File: src/rtl/pill_pack_ctrl.sv
// Bottle-packing station controller: counts hopper pills against a BCD target,
// sequences bottle swaps and conveyor pauses, and decodes display/beeper controls.
//
// state  | meaning
// -------+-------------------------------------------------
// SET    | operator adjusts target, waits for start
// RUN    | hopper open, counting pills into the bottle
// SWAP   | bottle full, timed swap, pills ignored
// PAUSE  | conveyor stopped, counts frozen
// DONE   | batch complete, waits for acknowledge
module pill_pack_ctrl #(
    parameter int DEFAULT_TARGET = 5,
    parameter int MAX_BOTTLES    = 10,
    parameter int SWAP_CYCLES    = 2000
) (
    input  logic       clk_1khz,
    input  logic       rst_n,
    input  logic       btn_inc,
    input  logic       btn_start,
    input  logic       hopper_in,
    input  logic       conveyor_stop,
    output logic       hopper_en,
    output logic [3:0] disp_1,
    output logic [3:0] disp_2,
    output logic [3:0] disp_3,
    output logic [3:0] disp_4,
    output logic [3:0] disp_5,
    output logic [3:0] disp_6,
    output logic [5:0] flicker_mask,
    output logic [1:0] beep_mode
);

    localparam logic [2:0] ST_SET   = 3'd0;
    localparam logic [2:0] ST_RUN   = 3'd1;
    localparam logic [2:0] ST_SWAP  = 3'd2;
    localparam logic [2:0] ST_PAUSE = 3'd3;
    localparam logic [2:0] ST_DONE  = 3'd4;

    localparam logic [7:0]  TARGET_RST  = {4'(DEFAULT_TARGET / 10), 4'(DEFAULT_TARGET % 10)};
    localparam logic [7:0]  BOTTLES_MAX = {4'(MAX_BOTTLES / 10), 4'(MAX_BOTTLES % 10)};
    localparam logic [10:0] SWAP_LAST   = 11'(SWAP_CYCLES - 1);

    logic [2:0]  state;
    logic [7:0]  target;
    logic [7:0]  pills;
    logic [7:0]  bottles;
    logic [10:0] swap_cnt;

    logic [3:0] sync_a;
    logic [3:0] sync_b;
    logic [3:0] sync_c;
    logic [2:0] ev;
    logic       ev_inc;
    logic       ev_start;
    logic       ev_pill;
    logic       stop;
    logic [7:0] pill_next;
    logic [7:0] target_next;

    function automatic logic [7:0] bcd_inc(input logic [7:0] v);
        if (v[3:0] == 4'd9)
            return {(v[7:4] == 4'd9) ? 4'd0 : v[7:4] + 4'd1, 4'd0};
        else
            return {v[7:4], v[3:0] + 4'd1};
    endfunction

    // Stop gets a third stage so it lines up with the registered edge events;
    // that makes stop win cleanly over a pill sampled on the same edge.
    always_ff @(posedge clk_1khz or negedge rst_n) begin
        if (!rst_n) begin
            sync_a <= '0;
            sync_b <= '0;
            sync_c <= '0;
            ev     <= '0;
        end else begin
            sync_a <= {conveyor_stop, hopper_in, btn_start, btn_inc};
            sync_b <= sync_a;
            sync_c <= sync_b;
            ev     <= sync_b[2:0] & ~sync_c[2:0];
        end
    end

    assign ev_inc      = ev[0];
    assign ev_start    = ev[1];
    assign ev_pill     = ev[2];
    assign stop        = sync_c[3];
    assign pill_next   = bcd_inc(pills);
    assign target_next = (bcd_inc(target) == 8'h00) ? 8'h01 : bcd_inc(target);

    always_ff @(posedge clk_1khz or negedge rst_n) begin
        if (!rst_n) begin
            state    <= ST_SET;
            target   <= TARGET_RST;
            pills    <= '0;
            bottles  <= '0;
            swap_cnt <= '0;
        end else begin
            case (state)
                ST_SET: begin
                    if (ev_inc)
                        target <= target_next;
                    if (ev_start) begin
                        pills <= '0;
                        state <= ST_RUN;
                    end
                end
                ST_RUN: begin
                    if (stop) begin
                        state <= ST_PAUSE;
                    end else if (ev_pill) begin
                        pills <= pill_next;
                        if (pill_next == target) begin
                            bottles  <= bcd_inc(bottles);
                            swap_cnt <= '0;
                            state    <= ST_SWAP;
                        end
                    end
                end
                ST_SWAP: begin
                    if (swap_cnt == SWAP_LAST) begin
                        pills <= '0;
                        state <= (bottles == BOTTLES_MAX) ? ST_DONE : ST_RUN;
                    end else if (!stop) begin
                        swap_cnt <= swap_cnt + 11'd1;
                    end
                end
                ST_PAUSE: begin
                    if (!stop)
                        state <= ST_RUN;
                end
                ST_DONE: begin
                    if (ev_start) begin
                        bottles <= '0;
                        pills   <= '0;
                        state   <= ST_SET;
                    end
                end
                default: state <= ST_SET;
            endcase
        end
    end

    always_comb begin
        hopper_en    = 1'b0;
        flicker_mask = 6'b000000;
        beep_mode    = 2'd0;
        case (state)
            ST_SET:   flicker_mask = 6'b000011;
            ST_RUN:   hopper_en = 1'b1;
            ST_SWAP:  beep_mode = 2'd1;
            ST_PAUSE: begin
                flicker_mask = 6'b111111;
                beep_mode    = 2'd2;
            end
            ST_DONE: begin
                flicker_mask = 6'b110000;
                beep_mode    = 2'd3;
            end
            default: ;
        endcase
    end

    assign disp_1 = target[7:4];
    assign disp_2 = target[3:0];
    assign disp_3 = pills[7:4];
    assign disp_4 = pills[3:0];
    assign disp_5 = bottles[7:4];
    assign disp_6 = bottles[3:0];

endmodule

File: config.mk
export PLATFORM = sky130hd
export DESIGN_NAME = pill_pack_ctrl
export DESIGN_NICKNAME = d
export VERILOG_FILES = /design/src/rtl/pill_pack_ctrl.sv
export SDC_FILE = /design/constraint.sdc
export NUM_CORES = 1
export LEC_CHECK = 0
export BUFFER_PORTS_ARGS = -buffer_cell sky130_fd_sc_hd__clkbuf_2
export CORE_MARGIN = 3
export CORE_UTILIZATION = 45
export DETAILED_ROUTE_END_ITERATION = 6
export GPL_ROUTABILITY_DRIVEN = 0
export SLEW_MARGIN = 20
export SYNTH_ARGS = -nofsm -noshare
export SYNTH_HDL_FRONTEND = slang
export SYNTH_SLANG_ARGS = --single-unit
File: constraint.sdc
create_clock -name clk_1khz -period 3.1 [get_ports clk_1khz]
set_input_delay 0 -clock clk_1khz [delete_from_list [all_inputs] [get_ports clk_1khz]]
set_output_delay 0 -clock clk_1khz [all_outputs]
set_load 0.05 [all_outputs]
# After elaboration in Yosys (flattened, before gate mapping)
# Cells that the tools add are included.
# totals
regBits	53
input_bits	6
output_inout_bits	33
wordCells	91
# classes
n_addsub	7
eq_ne	26
mux	34
bitwise_logic	2
n_reduce_logical	12
# ops
cell	count
8-bit two-way mux	11
11-bit two-way mux	5
4-bit by 1-bit adder with 4-bit output (second input constant)	6
4-bit equality test (second input constant)	6
3-bit two-way mux	8
8-bit case mux with 3 select lines	1
11-bit case mux with 2 select lines	1
2-bit inequality test (second input constant)	10
6-bit case mux with 3 select lines	1
6-bit AND reduction	3
8-bit case mux with 2 select lines	1
3-bit case mux with 5 select lines	1
4-bit two-way mux	3
11-bit by 1-bit adder with 11-bit output (second input constant)	1
11-bit equality test (second input constant)	1
5-bit AND reduction	2
8-bit by 5-bit equality test with 1-bit output (second input constant)	1
8-bit equality test	1
8-bit zero test	1
3-bit by 2-bit equality test with 1-bit output (second input constant)	2
3-bit inequality test (second input constant)	2
2-bit case mux with 3 select lines	1
2-bit nonzero test	2
3-bit AND	1
other kinds (9)	9

# Depth between registers and ports, before layout
# depth
ltp_word	8
mapped_depth	11
depth_no_buf	9

# Least setup slack after synthesis
# Ideal clock, no wire load.
# synth_timing
kind	register to register
from	register pills[5]
to	register bottles[2]
setup_time_ns	0.078
arrival_time_ns	2.963
t_required_ns	3.022
slack_ns	0.060
stages_incl_launch_ff	11
n_path_buf	1
synth_period_minus_slack_ns	3.040
cell_sequence	dfrtp_1 inv_1 ha_1 and3b_1 buf_2 a2111oi_2 o21a_1 o22ai_1 or4_4 or4_1 a21oi_1
# synth_via
elab_chain_cells	6
elab_cells_between_ends	7
cone_classes	1 x add/sub; 3 x eq/ne; 2 x mux; 1 x reduce/logical
# synth_rtl
element	line_no	source
start: declaration	45	logic [7:0] pills;
start signal: assignment	111	pills <= pill_next;
4-bit by 1-bit adder with 4-bit output or 4-bit equality test (tied branches)	62	return {(v[7:4] == 4'd9) ? 4'd0 : v[7:4] + 4'd1, 4'd0};
4-bit two-way mux	62	
8-bit two-way mux (*)	61	if (v[3:0] == 4'd9)
8-bit equality test (*)	112	if (pill_next == target) begin
2-bit inequality test (no line) (*)	-	
5-bit AND reduction (no line) (*)	-	
end signal: assignment	113	bottles <= bcd_inc(bottles);
end: declaration	46	logic [7:0] bottles;
# Mark *: on every way between the ends. The rest lies on a longest branch, timed or not.
# A chain may end at the register's enable or synchronous reset.

# Final worst setup path
# layout_timing
from	register pills[5]
to	register swap_cnt[2]
# layout_via
elab_chain_cells	6
elab_cells_between_ends	7
cone_classes	1 x add/sub; 3 x eq/ne; 2 x mux; 1 x reduce/logical
# layout_rtl
element	line_no	source
4-bit by 1-bit adder with 4-bit output or 4-bit equality test (tied branches)	62	
4-bit two-way mux	62	
8-bit two-way mux (*)	61	
8-bit equality test (*)	112	
2-bit inequality test (no line) (*)	-	
6-bit AND reduction (no line) (*)	-	
end signal: assignment	124	swap_cnt <= swap_cnt + 11'd1;
end: declaration	47	logic [10:0] swap_cnt;
# Marks and branches as above.

==> reports/qor.yml <==
critPathArrivalTime_ns: 3.13
ys_top_cells_by_area: "dfrtp_1 42%, o21ai_0 4.1%, nand2_1 3.8%, nor2_1 3.7%, ha_1 3.3%"
critPathCaptureType: "flop"
dp_hpwl_mm: 4.60
rows: 29
postCtsResizedCells: 0
p_leak_uw: 0.00151
hold_viol: 0
period_needed_ns: 2.92
tightest_slew_ns: 0.875
grt_setup_unrepaired: "no"
synth_top_area_cell: "dfrtp_1"
diodes: 0
cts.path.max_buffers: 2
die_w_um: 88.0
clk_pin_slew_worst_paths_ns: 0.11
drcViolationCount: 0
cts_made_buffers: 5
die_area_um2: 7740
synthTopCellsByCount: "51 x dfrtp_1, 31 x nand2_1, 30 x nor2_1, 25 x o21ai_0, 17 x a21oi_1"
via_count: 2507
wl_per_cell_um: 14.3
cts.sinks: 53
period_share: 0.942
cts_hold_buf: 5
first_global_vias: 2274
max_freq_ghz: 0.343
viasPerCell: 5.57
vdd_drop_max_v: 0.000517
port_buffers: 38
drv_cap: 0
yosys.cell_types.count: 52
antenna_found_initial: 0
maxSlewViolCount: 0
cts_root_buf: "clkbuf_8"
postSynthCellCount: 337
yosysWarnings: 0
setup_viol: 0
worstSetupPathType: "reg -> reg"
yosysMostFrequentCell: "dfrtp_1"
slew_headroom: 0.416
die_h_um: 88.0
cts_max_level: 2
fin_util: 0.529
initial_core_util: 0.471
dr.pass1.iters: 4
gr-total-overflow: 0
async_reset_ff_frac: 1.00
post_synth.cell_area_avg_um2: 8.97
synth_ff_type: "dfrtp_1"
status: "finished, final reports clean"
clk_latency_ns: 0.31
ys_seq_area_frac: 0.439
grt_max_degree: 36
synth.top_cell.area_share: 0.422
pin_count: 39
ys_ff_latch: 53
fin_worst_skew_ns: 0.00534
coreArea_um2: 6420
num-fill-cells: 626
crit_fanout: 13
netlist_area_um2: 3020
synth_edf_count: 0
wirelength_mm: 6.42
drive_gt1_frac: 0.169
p_per_area_nw_per_um2: 710
synth_fp_nets: 351
area_growth_pct: 12.4
startpoint_type: "flop"
grtUsageTotal: 0.178
ant_nets: 0
final_nets: 386
grt_pass1_wl_mm: 10.9
hold_path_class: "in -> async"
fin_setup_tns_ns: 0
drtIter0Drc: 123
cts_tree: "built"
postCtsSetupBuffers: 0
crit_required_ns: 3.31
[state kept, by name, summed over array words and instances, names as in the netlist]
name      flops
target        8
state         3
sync_c        4
swap_cnt     11
ev            3
sync_a        4
pills         8
sync_b        4
bottles       8
[final cells by class]
cell class | instances | area [um^2] | area share
inverter | 14 | 52.6 | 0.0155
tap | 77 | 96.3 | 0.0283
multi-input combinational | 251 | 1550 | 0.457
timing repair buffer | 47 | 270 | 0.0795
clock buffer | 5 | 68.8 | 0.0202
clock inverter | 3 | 28.8 | 0.00847
sequential | 53 | 1330 | 0.391
[layer usage]
| metal | vias to the layer above | track usage | wire [um] |
|---|---|---|---|
| met4 | 0 | 0.0558 | 58 |
| met1 | 1176 | 0.257 | 3330 |
| met2 | 66 | 0.268 | 2670 |
| li1 | 1259 | - | - |
| met5 | - | 0 | 0 |
| met3 | 6 | 0.0357 | 360 |
[cells in the final DEF, fill, tap and decap left out, types with 3 or more instances in the layout]
master         instances
nand2_1               31
o22ai_1                5
nor2b_1               10
ha_1                   8
o2bb2ai_1              3
o31ai_1                7
or2_2                  4
and3_1                 3
o21a_1                 3
a21o_1                 7
o211ai_1               3
clkbuf_8               5
nor2_1                30
nor3b_1                5
nand3_1               15
buf_4                  4
dfrtp_1               51
o21ai_0               25
nor3_1                13
nand2b_1               7
nand3b_1               4
dlygate4sd3_1          5
inv_1                 14
nand4_1                7
a21oi_1               17
clkbuf_2              38
mux2i_1                4
xnor2_1                9
[through the flow]
stage	setup slack [ns]	cells	hold slack [ns]	area (um^2)	power, uW
4_1_cts	0.173	450	0.310	3400	2430
5_1_grt	0.0250	450	0.317	3400	2570
3_3_place_gp	0.292	437	0.109	3250	1990
2_1_floorplan	0.0599	337	-0.296	3020	1810
3_5_place_dp	0.183	437	0.110	3250	2000
6_report	0.181	450	0.320	3400	2410
[cell families after synthesis]
logic type / Yosys count / share of synthesized area
flip-flops: 53 / 0.439
AO/OA/AOI/OAI: 82 / 0.173
buffers and inverters: 33 / 0.0468
AND/OR/NAND/NOR: 147 / 0.265
XOR/XNOR: 10 / 0.0290
adder cells (fa/ha/maj): 8 / 0.0331
multiplexers: 4 / 0.0132
[path summary, 6_finish.rpt]
path                                            from  cells after the start                        to  slack [ns]
worst min-delay path                           rst_n                      2  swap_cnt[10]$_DFFE_PN0P_        0.32
min in group clk_1khz                  conveyor_stop                      2       sync_a[3]$_DFF_PN0_        0.32
worst max register to register  pills[5]$_DFFE_PN0P_                      9   swap_cnt[2]$_DFFE_PN0P_        0.18
max in group asynchronous                      rst_n                      3     target[2]$_DFFE_PN1P_        1.92
worst max-delay path            pills[5]$_DFFE_PN0P_                      9   swap_cnt[2]$_DFFE_PN0P_        0.18
worst min register to register   sync_a[1]$_DFF_PN0_                      0       sync_b[1]$_DFF_PN0_        0.36
[worst max-delay path, cell delays in order (launching register included)]
cell and delay, ns:
dfrtp_1 0.43, inv_1 0.08, ha_1 0.21, and3b_1 0.26
a2111oi_2 0.34, o21a_1 0.17, o22ai_1 0.09, or4_4 0.58
o21a_1 0.32, a211o_1 0.33
[power by group]
part,switching (uW),internal [uW],total (uW)
Sequential,172,776,948
Combinational,767,274,1040
Clock,256,170,425
(Power assumes the default switching activity.)
